===== src/rtl/io_cond_pkg.sv =====
// Shared definitions for the push-button / slide-switch input conditioner.
package io_cond_pkg;

    localparam int unsigned NUM_PB = 2;
    localparam int unsigned NUM_SW = 2;
    localparam int unsigned NUM_CH = NUM_PB + NUM_SW;

    // Per-channel debounce FSM states
    typedef enum logic [1:0] {
        IDLE_LOW  = 2'd0,
        WAIT_HIGH = 2'd1,
        IDLE_HIGH = 2'd2,
        WAIT_LOW  = 2'd3
    } chan_state_e;

    // Bits needed to hold 0..n, i.e. ceil(log2(n+1)), never less than 1
    function automatic int unsigned cnt_width(input int unsigned n);
        int unsigned w;
        w = 1;
        while ((33'(1) << w) < (33'(n) + 33'd1)) begin
            w = w + 1;
        end
        return w;
    endfunction

endpackage


===== src/rtl/debounce_channel.sv =====
// One input channel: 2-flop synchronizer, debounce FSM with stability counter,
// registered level and one-cycle rise/fall/change pulses.
// A clean edge reaches o_level DEBOUNCE_CYCLES+2 clocks after the clock edge
// that first registers it: two synchronizer stages, one cycle to enter the
// WAIT state, then DEBOUNCE_CYCLES stable samples counted in WAIT.
module debounce_channel
    import io_cond_pkg::*;
#(
    parameter int unsigned DEBOUNCE_CYCLES = 50000
) (
    input  logic clk,
    input  logic rst_n,
    input  logic i_raw,
    output logic o_level,
    output logic o_rise,
    output logic o_fall,
    output logic o_change
);

    localparam int unsigned    CNT_W    = cnt_width(DEBOUNCE_CYCLES);
    localparam logic [CNT_W-1:0] CNT_LAST = CNT_W'(DEBOUNCE_CYCLES - 1);

    logic [1:0]       r_sync;
    chan_state_e      r_state;
    chan_state_e      w_state_nxt;
    logic [CNT_W-1:0] r_cnt;
    logic [CNT_W-1:0] w_cnt_nxt;
    logic             r_level;
    logic             w_level_nxt;
    logic             r_rise;
    logic             w_rise_nxt;
    logic             r_fall;
    logic             w_fall_nxt;
    logic             w_sample;

    assign w_sample = r_sync[1];

    // Two-stage synchronizer for the raw asynchronous pin
    always_ff @(posedge clk or negedge rst_n) begin
        if (!rst_n) begin
            r_sync <= 2'b00;
        end else begin
            r_sync <= {r_sync[0], i_raw};
        end
    end

    // FSM state, stability counter, level and pulse registers
    always_ff @(posedge clk or negedge rst_n) begin
        if (!rst_n) begin
            r_state <= IDLE_LOW;
            r_cnt   <= '0;
            r_level <= 1'b0;
            r_rise  <= 1'b0;
            r_fall  <= 1'b0;
        end else begin
            r_state <= w_state_nxt;
            r_cnt   <= w_cnt_nxt;
            r_level <= w_level_nxt;
            r_rise  <= w_rise_nxt;
            r_fall  <= w_fall_nxt;
        end
    end

    // Next-state logic; counter saturates at CNT_LAST by leaving WAIT, so it never wraps
    always_comb begin
        w_state_nxt = r_state;
        w_cnt_nxt   = r_cnt;
        w_level_nxt = r_level;
        w_rise_nxt  = 1'b0;
        w_fall_nxt  = 1'b0;
        case (r_state)
            IDLE_LOW: begin
                if (w_sample) begin
                    w_state_nxt = WAIT_HIGH;
                    w_cnt_nxt   = '0;
                end
            end
            WAIT_HIGH: begin
                if (!w_sample) begin
                    w_state_nxt = IDLE_LOW;
                    w_cnt_nxt   = '0;
                end else if (r_cnt == CNT_LAST) begin
                    w_state_nxt = IDLE_HIGH;
                    w_cnt_nxt   = '0;
                    w_level_nxt = 1'b1;
                    w_rise_nxt  = 1'b1;
                end else begin
                    w_cnt_nxt = r_cnt + CNT_W'(1);
                end
            end
            IDLE_HIGH: begin
                if (!w_sample) begin
                    w_state_nxt = WAIT_LOW;
                    w_cnt_nxt   = '0;
                end
            end
            WAIT_LOW: begin
                if (w_sample) begin
                    w_state_nxt = IDLE_HIGH;
                    w_cnt_nxt   = '0;
                end else if (r_cnt == CNT_LAST) begin
                    w_state_nxt = IDLE_LOW;
                    w_cnt_nxt   = '0;
                    w_level_nxt = 1'b0;
                    w_fall_nxt  = 1'b1;
                end else begin
                    w_cnt_nxt = r_cnt + CNT_W'(1);
                end
            end
            default: begin
                w_state_nxt = IDLE_LOW;
                w_cnt_nxt   = '0;
            end
        endcase
    end

    assign o_level  = r_level;
    assign o_rise   = r_rise;
    assign o_fall   = r_fall;
    assign o_change = r_rise | r_fall;

endmodule


===== src/rtl/pb_sw_conditioner.sv =====
// Board input conditioner: four debounced channels (2 buttons, 2 switches)
// plus wrapping press counters for the two buttons.
module pb_sw_conditioner
    import io_cond_pkg::*;
#(
    parameter int unsigned DEBOUNCE_CYCLES = 50000,
    parameter int unsigned CNT_W           = 8
) (
    input  logic              OSC_FPGA,
    input  logic              RST_N,
    input  logic [NUM_PB-1:0] PB,
    input  logic [NUM_SW-1:0] SW,
    output logic [NUM_PB-1:0] PB_LEVEL,
    output logic [NUM_PB-1:0] PB_PRESS,
    output logic [NUM_PB-1:0] PB_RELEASE,
    output logic [NUM_SW-1:0] SW_LEVEL,
    output logic [NUM_SW-1:0] SW_CHANGE,
    output logic [CNT_W-1:0]  PB0_COUNT,
    output logic [CNT_W-1:0]  PB1_COUNT
);

    logic [NUM_CH-1:0] w_raw;
    logic [NUM_CH-1:0] w_level;
    logic [NUM_CH-1:0] w_rise;
    logic [NUM_CH-1:0] w_fall;
    logic [NUM_CH-1:0] w_change;
    logic [CNT_W-1:0]  r_press_cnt [NUM_PB];
    logic              w_unused;

    // Buttons occupy the low channels, switches the high ones
    assign w_raw = {SW, PB};

    // Independent debounce channel per raw input
    for (genvar g = 0; g < int'(NUM_CH); g++) begin : g_chan
        debounce_channel #(
            .DEBOUNCE_CYCLES (DEBOUNCE_CYCLES)
        ) u_chan (
            .clk      (OSC_FPGA),
            .rst_n    (RST_N),
            .i_raw    (w_raw[g]),
            .o_level  (w_level[g]),
            .o_rise   (w_rise[g]),
            .o_fall   (w_fall[g]),
            .o_change (w_change[g])
        );
    end

    // Press counters advance on the registered press pulse, wrapping silently
    always_ff @(posedge OSC_FPGA or negedge RST_N) begin
        if (!RST_N) begin
            for (int i = 0; i < int'(NUM_PB); i++) begin
                r_press_cnt[i] <= '0;
            end
        end else begin
            for (int i = 0; i < int'(NUM_PB); i++) begin
                if (w_rise[i]) begin
                    r_press_cnt[i] <= r_press_cnt[i] + CNT_W'(1);
                end
            end
        end
    end

    assign PB_LEVEL   = w_level[NUM_PB-1:0];
    assign PB_PRESS   = w_rise[NUM_PB-1:0];
    assign PB_RELEASE = w_fall[NUM_PB-1:0];
    assign SW_LEVEL   = w_level[NUM_CH-1:NUM_PB];
    assign SW_CHANGE  = w_change[NUM_CH-1:NUM_PB];
    assign PB0_COUNT  = r_press_cnt[0];
    assign PB1_COUNT  = r_press_cnt[1];

    // Channel outputs with no consumer at this level
    assign w_unused = ^{w_change[NUM_PB-1:0], w_rise[NUM_CH-1:NUM_PB], w_fall[NUM_CH-1:NUM_PB]};

endmodule


===== config.mk =====
export PLATFORM = sky130hd
export DESIGN_NAME = pb_sw_conditioner
export DESIGN_NICKNAME = d
export VERILOG_FILES = /design/src/rtl/io_cond_pkg.sv /design/src/rtl/debounce_channel.sv /design/src/rtl/pb_sw_conditioner.sv
export SDC_FILE = /design/constraint.sdc
export NUM_CORES = 1
export LEC_CHECK = 0
export ABC_AREA = 1
export CORE_MARGIN = 2
export CORE_UTILIZATION = 61
export DETAILED_ROUTE_END_ITERATION = 6
export PLACE_DENSITY = 0.8
export SYNTH_ARGS = -nofsm -noshare
export SYNTH_HDL_FRONTEND = slang
export SYNTH_HIERARCHICAL = 1
export SYNTH_SLANG_ARGS = --single-unit

===== constraint.sdc =====
create_clock -name OSC_FPGA -period 1.9 [get_ports OSC_FPGA]
set_input_delay 0.285 -clock OSC_FPGA [delete_from_list [all_inputs] [get_ports OSC_FPGA]]
set_output_delay 0.285 -clock OSC_FPGA [all_outputs]
set_load 0.03 [all_outputs]

==> reports/results.ini, run 1 <==
[global_routing]
grt_usage_pct = 25.1
grt_pass1_vias = 5143
grt_overflow = 0
antenna_found_initial = 0
grt_pass1_wl_um = 22700
grt_start_max_net_pins = 109

[drt]
viasPerCell = 5.47
drt_first_pass_iters = 6
ant_nets = 0
route.vias.total = 5201
routed_wl_um = 12700
avgRoutedWirePerCell_um = 13.4
drc = 0
drt_iter0_drc = 293

[clock_tree]
insertion_delay_ps = 390
clock-sinks = 108
cts-root-buf = clkbuf_8
cts_made_buffers = 9
cts_tree = built
cts_buffer_depth = 2
cts_max_level = 3
post_cts_buffers = 0
clkTransAtPathRegs_ps = 90

[power_and_ir_drop]
finalPower_w = 0.00551
p_leak_nw = 3.23
vdd_drop_max_uv = 989
power.density_mw_per_mm2 = 810

[floorplanning]
num_rows = 36
design.core.area_mm2 = 0.00986
die_height_um = 105
die_area_mm2 = 0.0111
start_util_pct = 63.3
die_w_um = 105
io_pins = 32

[setup_path]
slowest_stage = clkdlybuf4s50_1
path_buf_inv = 1
cp.required_ps = 1620
crit_fanout = 4
critical_path_arrival_ps = 1550
criticalPathCategory = flop to output pin
path_cells = clkdlybuf4s50_1
crit_path_start_kind = flop
crit_family = buffers and inverters
end_kind = output pin
max_stage_delay_ps = 710

[logic_synthesis]
synthCells = 792
synth_warnings = 6
syn_avg_cell_area_um2 = 7.88
syn_nets = 804
synth_area_mm2 = 0.00624

[placed_design]
pre_cts_ws_ps = 253
gp_congestion = 0.925
portBuffers = 31
place_area_mm2 = 0.00654
dp_cells = 934
hpwl_um = 9250

[cells_and_area]
fin_cells = 951
drive_gt1_share_pct = 12.6
fill_cells = 782
multi_input_area_mm2 = 0.00300
final_nets = 825
antennaDiodeCount = 0
final_area_mm2 = 0.00680
area_growth_pct = 8.86
final-seq-area_mm2 = 0.00270

[run_status]
status = completed

[timing]
setup_viol = 0
setup_ws_ps = 68.2
fmax_mhz = 546
layout_min_cycle_time_ps = 1830
grt_setup_unrepaired = false
post-route-period-util_pct = 96.4
clock_skew_ps = 11.2
hold_violations = 0
setup-tns-final_ps = 0
worstMarginPinSlew_ps = 569
slew_violations = 0
max-slew-margin-rel_pct = 62.1

[flow_run]
maxCapViolations = 0

[hold_path]
hp-class = primary input to flop

path summary, 6_finish.rpt:
check,to,cells past startpoint,from,slack [ps]
min,g_chan[2].u_chan/r_sync[0],1,SW[0],330
max in group asynchronous,g_chan[1].u_chan/r_cnt[4],3,RST_N,970
max,PB0_COUNT[2],1,PB0_COUNT[2],70
min in group asynchronous,g_chan[2].u_chan/r_sync[1],3,RST_N,500
min reg2reg,g_chan[2].u_chan/r_sync[1],0,g_chan[2].u_chan/r_sync[0],370
max reg2reg,g_chan[0].u_chan/r_cnt[15],8,g_chan[0].u_chan/r_cnt[0],210
registers in the layout, summed over array words and instances (netlist names), named ones only:
name,cells
PB0_COUNT,8
PB1_COUNT,8
g_chan.u_chan/o_fall,4
g_chan.u_chan/o_level,4
g_chan.u_chan/o_rise,4
g_chan.u_chan/r_cnt,64
g_chan.u_chan/r_state,4
g_chan.u_chan/r_sync,8
metrics by stage:
stage | util (%) | hold WS (ps)
5_1_grt | 68.9 | 321
2_1_floorplan | - | -10.6
4_1_cts | 68.8 | 311
6_report | 68.9 | 332
3_3_place_gp | 66.2 | 337
3_5_place_dp | 66.2 | 350
per-layer routing:
| metal | vias to the layer above | GRT usage (%) | wire length [µm] |
|---|---|---|---|
| met2 | 112 | 42.5 | 6400 |
| met5 | - | 0 | 0 |
| met4 | 0 | 8.29 | 243 |
| met3 | 26 | 6.30 | 556 |
| li1 | 2591 | - | - |
| met1 | 2472 | 31.4 | 5510 |
final cells by class:
class,count,share of cell area [%]
inverters,84,4.64
repair buffers,36,5.34
clock buffers,10,2.03
well taps,133,2.45
multi-input cells,574,44.1
flip-flops and latches,108,39.8
clock inverters,6,1.64
power breakdown:
group,switching [W],total [W],internal (W)
registers,0.000245,0.00271,0.00247
clock network,0.000775,0.00169,0.000910
logic,0.000792,0.00111,0.000316
total,0.00181,0.00551,0.00370
placed cells by master, fill, tap and decap left out:
cell             count
nand3b_1             2
dfrtp_1            108
nor2_1              70
nand2_1            214
mux2_2               2
dlymetal6s2s_1       2
o22ai_1             20
o21ai_0             20
dlygate4sd2_1        2
xnor2_1              2
a21o_2               4
clkinv_4             1
o21bai_1            16
clkinvlp_4           1
or2_2                2
inv_2                4
inv_1               80
ha_1                 6
a21oi_1              8
o21bai_2             4
clkbuf_8            10
nand3_1             88
nor3_1               4
nand2_2             26
nand2_4              4
dlygate4sd3_1        1
xor2_1              18
nor2_2              16
o2bb2ai_1            4
bufinv_16            3
nand4_1             24
nor2_4              12
clkdlybuf4s50_1     26
clkinv_2             1
buf_4                4
nand3_2              8
buf_12               1
repair_timing:
action | in CTS | in global routing
endpoints found under the hold margin | 108 | 0
hold buffers | 1 | 0
setup endpoints to repair | 2 | 2
resized for setup | 2 | 2
Power figures use the tool's default switching activity.
==> inputs of run 2 (changes only) <==
--- a/config.mk
+++ b/config.mk
@@ -5,11 +5,10 @@
 export SDC_FILE = /design/constraint.sdc
 export NUM_CORES = 1
 export LEC_CHECK = 0
-export ABC_AREA = 1
 export CORE_MARGIN = 2
-export CORE_UTILIZATION = 61
+export CORE_UTILIZATION = 60
 export DETAILED_ROUTE_END_ITERATION = 6
-export PLACE_DENSITY = 0.8
+export PLACE_DENSITY = 0.79
 export SYNTH_ARGS = -nofsm -noshare
 export SYNTH_HDL_FRONTEND = slang
 export SYNTH_HIERARCHICAL = 1
==> run 2 against run 1 <==
Against the previous run:
- power up 11%
- first-iteration DRC count shrank 26%
- clock power shrank 10%
- area after synthesis decreased by 10%
- final area fell by 6.2%
- combinational power rose by 72%
- register-to-register slack got worse by 120 ps
- non-clock buffer count grew 25
- synthesized cell count decreased by 29%
- clock-buffer cell count did not move
- sequential power about the same
- critical endpoint unchanged
==> reports/results.ini, run 2 <==
[placed_design]
gp_congestion = 0.840  ; -9.1%
hpwl_um = 8570  ; -7.3%
portBuffers = 31  ; unchanged
pre_cts_ws_ps = 97.1  ; -156 ps

[drt]
avgRoutedWirePerCell_um = 16.9  ; +27%
ant_nets = 0  ; unchanged
drt_first_pass_iters = 5  ; -1
route.vias.total = 4782  ; -8.1%
routed_wl_um = 12300  ; -3.3%
drt_iter0_drc = 217  ; -26%
viasPerCell = 6.59  ; +20%
drc = 0  ; unchanged

[setup_path]
end_kind = output pin
crit_path_start_kind = flop
max_stage_delay_ps = 710  ; about the same
cp.required_ps = 1620  ; about the same
r2r_cells = 5  ; -3
rrSetupSlack_ps = 90  ; -120 ps
r2r_end = g_chan[0].u_chan/r_cnt[3]
slowest_stage = clkdlybuf4s50_1
crit_family = buffers and inverters
path_buf_inv = 1  ; unchanged
cp.depth = 1  ; unchanged
critical_path_arrival_ps = 1550  ; about the same
crit_fanout = 5  ; +1
rr_startpoint = g_chan[0].u_chan/r_cnt[0]
path_cells = clkdlybuf4s50_1
criticalPathCategory = flop to output pin

[clock_tree]
clkTransAtPathRegs_ps = 100  ; about the same
cts_max_level = 3  ; unchanged
clock-sinks = 108  ; unchanged
cts_buffer_depth = 2  ; unchanged
cts_made_buffers = 9  ; unchanged
cts_tree = built
cts-root-buf = clkbuf_8
insertion_delay_ps = 370  ; -20 ps

[hold_path]
holdPathStages = 1  ; unchanged
hold_path_startpoint = PB[1]
hp-class = primary input to flop
hold_path_end = g_chan[1].u_chan/r_sync[0]

[power_and_ir_drop]
vdd_drop_max_uv = 739  ; -25%
power.density_mw_per_mm2 = 962  ; +19%
p_leak_nw = 2.83  ; -12%

[cells_and_area]
multi_input_area_mm2 = 0.00267  ; -11%
final_cell_mix = 108 x dfrtp_1, 68 x a31oi_1, 32 x nand2_1, 32 x nand3_1, 29 x buf_4
antennaDiodeCount = 0  ; unchanged
final_nets = 622  ; -25%
largest_reg_flops = 64  ; unchanged
drive_gt1_share_pct = 9.27  ; -3.3 points
final-seq-area_mm2 = 0.00270  ; unchanged
fill_cells = 697  ; -11%
final_common_cell = dfrtp_1
area_growth_pct = 13.8
top_register = g_chan.u_chan/r_cnt
final_util_pct = 69.7  ; +0.75 points

[timing]
worstMarginPinSlew_ps = 487  ; -81.9 ps
clock_skew_ps = 14.2  ; +3.01 ps
setup_ws_ps = 66.5  ; -1.66 ps
fmax_mhz = 545  ; about the same
post-route-period-util_pct = 96.5  ; about the same
layout_min_cycle_time_ps = 1830  ; +1.66 ps
hold_violations = 0  ; unchanged
slew_violations = 0  ; unchanged
max-slew-margin-rel_pct = 67.5  ; +5.5 points
setup-tns-final_ps = 0  ; unchanged
grt_setup_unrepaired = false
setup_viol = 0  ; unchanged
timing.hold.ws_ps = 347  ; +14.5 ps

[logic_synthesis]
synth_area_mm2 = 0.00560  ; -10%
syn_nets = 576  ; -28%
syn_avg_cell_area_um2 = 9.93  ; +26%
synth_warnings = 6  ; unchanged
synthCells = 564  ; -29%

[floorplanning]
die_w_um = 101  ; -4.3%
die_height_um = 101  ; -4.3%
start_util_pct = 61.2  ; -2.1 points
num_rows = 35  ; -2.8%
io_pins = 32  ; unchanged
design.core.area_mm2 = 0.00915  ; -7.2%
die_area_mm2 = 0.0101  ; -8.4%

[flow_run]
maxCapViolations = 0  ; unchanged

[global_routing]
grt_start_max_net_pins = 41  ; -62%
grt_pass1_wl_um = 21200  ; -6.5%
grt_pass1_vias = 4448  ; -14%
grt_overflow = 0  ; unchanged
grt_usage_pct = 25.9  ; +0.78 points
antenna_found_initial = 0  ; unchanged

[run_status]
status = completed

## run 2: worst register-to-register path, stage by stage (launching register included)
cell and delay (ps):
dfrtp_1 430, ha_2 230, and4b_1 230, and4_1 250, or3b_1 380, a31oi_1 210
## run 2: layout make-up
type / instances / area share [%]
flip-flops and latches: 108 / 42.4
multi-input cells: 402 / 41.8
repair buffers: 61 / 8.56
well taps: 111 / 2.18
clock buffers: 10 / 2.00
inverters: 28 / 1.65
clock inverters: 6 / 1.39
## run 2: worst max-delay path by stage
stage / start / endpoint / slack, ps
floorplan: g_chan[0].u_chan/r_cnt[0] / g_chan[0].u_chan/r_cnt[14] / 270
global placement: g_chan[0].u_chan/r_cnt[0] / g_chan[0].u_chan/r_cnt[3] / 140
detailed placement: g_chan[0].u_chan/r_cnt[0] / g_chan[0].u_chan/r_cnt[3] / 100
CTS: g_chan[0].u_chan/r_cnt[0] / g_chan[0].u_chan/r_cnt[3] / 40
global route: g_chan[3].u_chan/r_cnt[0] / g_chan[3].u_chan/r_cnt[3] / 5
finish: PB0_COUNT[2] / PB0_COUNT[2] / 70
## run 2: layer usage
| layer | GRT usage (%) | part of all wire (%) |
|---|---|---|
| met3 | 5.13 | 5.5 |
| met2 | 42.8 | 49 |
| met4 | 5.37 | 0.71 |
| met1 | 35.6 | 45 |
| met5 | 0 | 0 |
## run 2: timing repair
item / in CTS / in global routing
hold buffers: 1 / 0
gates resized for setup: 4 / 5
hold endpoints to repair: 33 / 0
setup buffers: 0 / 1
setup endpoints to repair: 4 / 6
## run 2: stage by stage
| stage | std cells | power [W] | area [µm²] |
|---|---|---|---|
| floorplan | 564 | 0.00409 | 5600 |
| global placement | 708 | 0.00452 | 6120 |
| detailed placement | 708 | 0.00460 | 6120 |
| CTS | 725 | 0.00615 | 6340 |
| global route | 726 | 0.00652 | 6370 |
| finish | 726 | 0.00613 | 6370 |
## run 2: power by group
group / internal, W / leakage [nW] / switching (W)
clock network: 0.000743 / 0.102 / 0.000781
registers: 0.00248 / 1.47 / 0.000215
logic: 0.000779 / 1.26 / 0.00113
total: 0.00401 / 2.83 / 0.00213
==> inputs of run 3 (changes only) <==
--- a/config.mk
+++ b/config.mk
@@ -6,10 +6,10 @@
 export NUM_CORES = 1
 export LEC_CHECK = 0
 export CORE_MARGIN = 2
-export CORE_UTILIZATION = 60
+export CORE_UTILIZATION = 59
 export DETAILED_ROUTE_END_ITERATION = 6
-export PLACE_DENSITY = 0.79
+export PLACE_DENSITY = 0.78
 export SYNTH_ARGS = -nofsm -noshare
 export SYNTH_HDL_FRONTEND = slang
-export SYNTH_HIERARCHICAL = 1
 export SYNTH_SLANG_ARGS = --single-unit
+export TNS_END_PERCENT = 100
==> run 3 against run 2 <==
Against the previous run:
- the run now ends with negative setup slack left
- non-clock buffer count increased by 31
- register-to-register slack got worse by 200 ps
- hold slack got worse by 1.3 ps
- largest power group unchanged
- synthesized cell count decreased by 4.4%
- routed wire length decreased by 5.3%
- critical endpoint is now g_chan[3].u_chan.r_cnt[4]
- clock skew increased by 1.1 ps
- area after synthesis decreased by 5.7%
- clock-buffer cell count increased by 2
- global-route usage decreased by 1.1 points
- cell count increased by 0.55%
==> reports/results.ini, run 3 <==
[setup_path]
crit_family = simple AND/OR/NAND/NOR gates
crit_fanout = 6  ; +1
end_kind = flop
criticalPathCategory = flop to flop
crit_path_start_kind = flop
path_cells = or4bb_1 > nor4_4 > nor2_4 > buf_4 > a21oi_2 > o22ai_1
slowest_stage = or4bb_1
max_stage_delay_ps = 560  ; -150 ps
cp.required_ps = 2150  ; +530 ps
path_buf_inv = 1  ; unchanged
critical_path_arrival_ps = 2260  ; +710 ps

[clock_tree]
cts-root-buf = clkbuf_8
insertion_delay_ps = 370  ; about the same
cts_tree = built
cts_buffer_depth = 2  ; unchanged
cts_made_buffers = 9  ; unchanged
clock-sinks = 108  ; unchanged
clkTransAtPathRegs_ps = 100  ; about the same
cts_max_level = 3  ; unchanged

[global_routing]
grt_start_max_net_pins = 45  ; +9.8%
grt_pass1_wl_um = 19700  ; -6.8%
grt_overflow = 0  ; unchanged
antenna_found_initial = 0  ; unchanged
grt_usage_pct = 24.7  ; -1.1 points
grt_pass1_vias = 4312  ; -3.1%

[floorplanning]
start_util_pct = 60.6  ; -0.66 points
design.core.area_mm2 = 0.00872  ; -4.7%
num_rows = 34  ; -2.9%
die_area_mm2 = 0.00972  ; -4.0%
die_w_um = 98.6  ; -2.0%
die_height_um = 98.6  ; -2.0%
io_pins = 32  ; unchanged

[logic_synthesis]
yosys-top-cells-count = 108 x dfrtp_1, 57 x nand2_1, 38 x o21ai_0, 36 x a21oi_1, 34 x a31oi_1
synth_area_mm2 = 0.00528  ; -5.7%
seq_area_frac_synth_pct = 51.2
synth_cell_types = 59
synth_warnings = 0  ; -6
syn_nets = 551  ; -4.3%
yosys_register_bits = 108
ys_async_sr_fraction_pct = 100
synthFlopType = dfrtp_1
synth_edf_count = 0
yosysTopAreaCellShare_pct = 51.2
synth_most_common_cell = dfrtp_1
yosys-top-cells-area = dfrtp_1 51%, nand2_1 4.1%, a31oi_1 4.0%
yosysTopAreaCell = dfrtp_1
syn_avg_cell_area_um2 = 9.80  ; -1.4%
synthCells = 539  ; -4.4%

[placed_design]
dp_cells = 703  ; -0.71%
gp_congestion = 0.881  ; +4.8%
portBuffers = 31  ; unchanged
hpwl_um = 7760  ; -9.5%

[power_and_ir_drop]
p_leak_nw = 2.86  ; +0.87%
power.density_mw_per_mm2 = 738  ; -23%
vdd_drop_max_uv = 352  ; -52%

[timing]
clock_skew_ps = 15.3  ; +1.10 ps
post-route-period-util_pct = 106  ; +9.0 points
max-slew-margin-rel_pct = 60.2  ; -7.3 points
worstMarginPinSlew_ps = 594  ; +108 ps
fmax_mhz = 499  ; -8.6%
setup_viol = 15  ; +15
timing.hold.ws_ps = 346  ; -1.28 ps
hold_violations = 0  ; unchanged
setup_ws_ps = -105  ; -172 ps
layout_min_cycle_time_ps = 2010  ; +172 ps
slew_violations = 0  ; unchanged
grt_setup_unrepaired = true

[drt]
avgRoutedWirePerCell_um = 15.9  ; -5.9%
viasPerCell = 6.08  ; -7.8%
route.vias.total = 4435  ; -7.3%
drc = 0  ; unchanged
drt_iter0_drc = 239  ; +10%
drt_first_pass_iters = 5  ; unchanged
routed_wl_um = 11600  ; -5.3%
ant_nets = 0  ; unchanged

[cells_and_area]
top_register = g_chan.u_chan.r_cnt
final_nets = 629  ; +1.1%
antennaDiodeCount = 0  ; unchanged
final_common_cell = dfrtp_1
largest_reg_flops = 64  ; unchanged
fin_cells = 730  ; +0.55%
final_cell_mix = 107 x dfrtp_1, 55 x nand2_1, 53 x buf_4, 33 x a31oi_1, 33 x a21oi_1
drive_gt1_share_pct = 20.9  ; +12 points
area_growth_pct = 22.3

[run_status]
violations = negative setup slack
status = finished, violations left

[hold_path]
hp-class = primary input to flop

[flow_run]
maxCapViolations = 0  ; unchanged

[run 3: final cells by class]
type / instances / area [µm²]
Inverter: 15 / 56.3
Fill cell: 596 / 2260
Sequential cell: 108 / 2700
Multi-Input combinational cell: 391 / 2540
Timing Repair Buffer: 92 / 820
Clock buffer: 12 / 155
Clock inverter: 4 / 55.1
Tap cell: 108 / 135
[run 3: stage by stage]
| stage | instance area [µm²] | TNS, ps | total power (W) | setup WS [ps] | utilization, % |
|---|---|---|---|---|---|
| after floorplan | 5290 | -217 | 0.00289 | -43.4 | - |
| after global placement | 5990 | 0 | 0.00319 | 2.42 | 68.6 |
| after detailed placement | 5990 | -496 | 0.00321 | -98.6 | 68.6 |
| after CTS | 6280 | -21.8 | 0.00471 | -16.8 | 72.0 |
| after global routing | 6460 | -1940 | 0.00500 | -130 | 74.1 |
| final | 6460 | -783 | 0.00477 | -105 | 74.1 |
[run 3: path summary, 6_finish.rpt]
kind	start	end	slack [ps]	cells past startpoint
max reg2reg	g_chan[3].u_chan.r_cnt[5]	g_chan[3].u_chan.r_cnt[4]	-110	6
max	g_chan[3].u_chan.r_cnt[5]	g_chan[3].u_chan.r_cnt[4]	-110	6
min in group asynchronous	RST_N	g_chan[3].u_chan.o_rise	400	2
max in group asynchronous	RST_N	g_chan[0].u_chan.r_cnt[7]	920	3
min	PB[0]	g_chan[0].u_chan.r_sync[0]	350	1
min reg2reg	g_chan[3].u_chan.r_sync[0]	g_chan[3].u_chan.r_sync[1]	360	0
[run 3: cells by family after synthesis]
family                     count (synthesis)  synth area share [%]
AOI/OAI and AO/OA                        139                  15.9
xor gates and xnor gates                  19                  3.15
adders and majority gates                  6                  1.42
buffers and inverters                     41                  3.89
DFF                                      108                  51.2
muxes                                      7                  1.54
and+or+nand+nor                          219                  23.0
[run 3: power by group]
group | internal (W) | total [W] | switching (W)
registers | 0.00236 | 0.00243 | 0.0000711
logic | 0.000402 | 0.000850 | 0.000448
clock network | 0.000691 | 0.00148 | 0.000792
total | 0.00346 | 0.00477 | 0.00131
[run 3: what timing repair did]
action,4_1_cts,5_1_grt
cloned,1,0
pin swaps,4,14
hold buffers,1,0
endpoints found under the setup margin,21,45
resized for setup,12,42
hold endpoints to repair,31,0
buffers inserted,2,7
[run 3: layer usage]
| metal | share of wire, % | global-route usage [%] | wire [µm] |
|---|---|---|---|
| met5 | 0 | 0 | 0 |
| met4 | 1.4 | 8.85 | 167 |
| met3 | 4.1 | 4.54 | 480 |
| met2 | 50 | 40.7 | 5830 |
| met1 | 44 | 33.2 | 5150 |
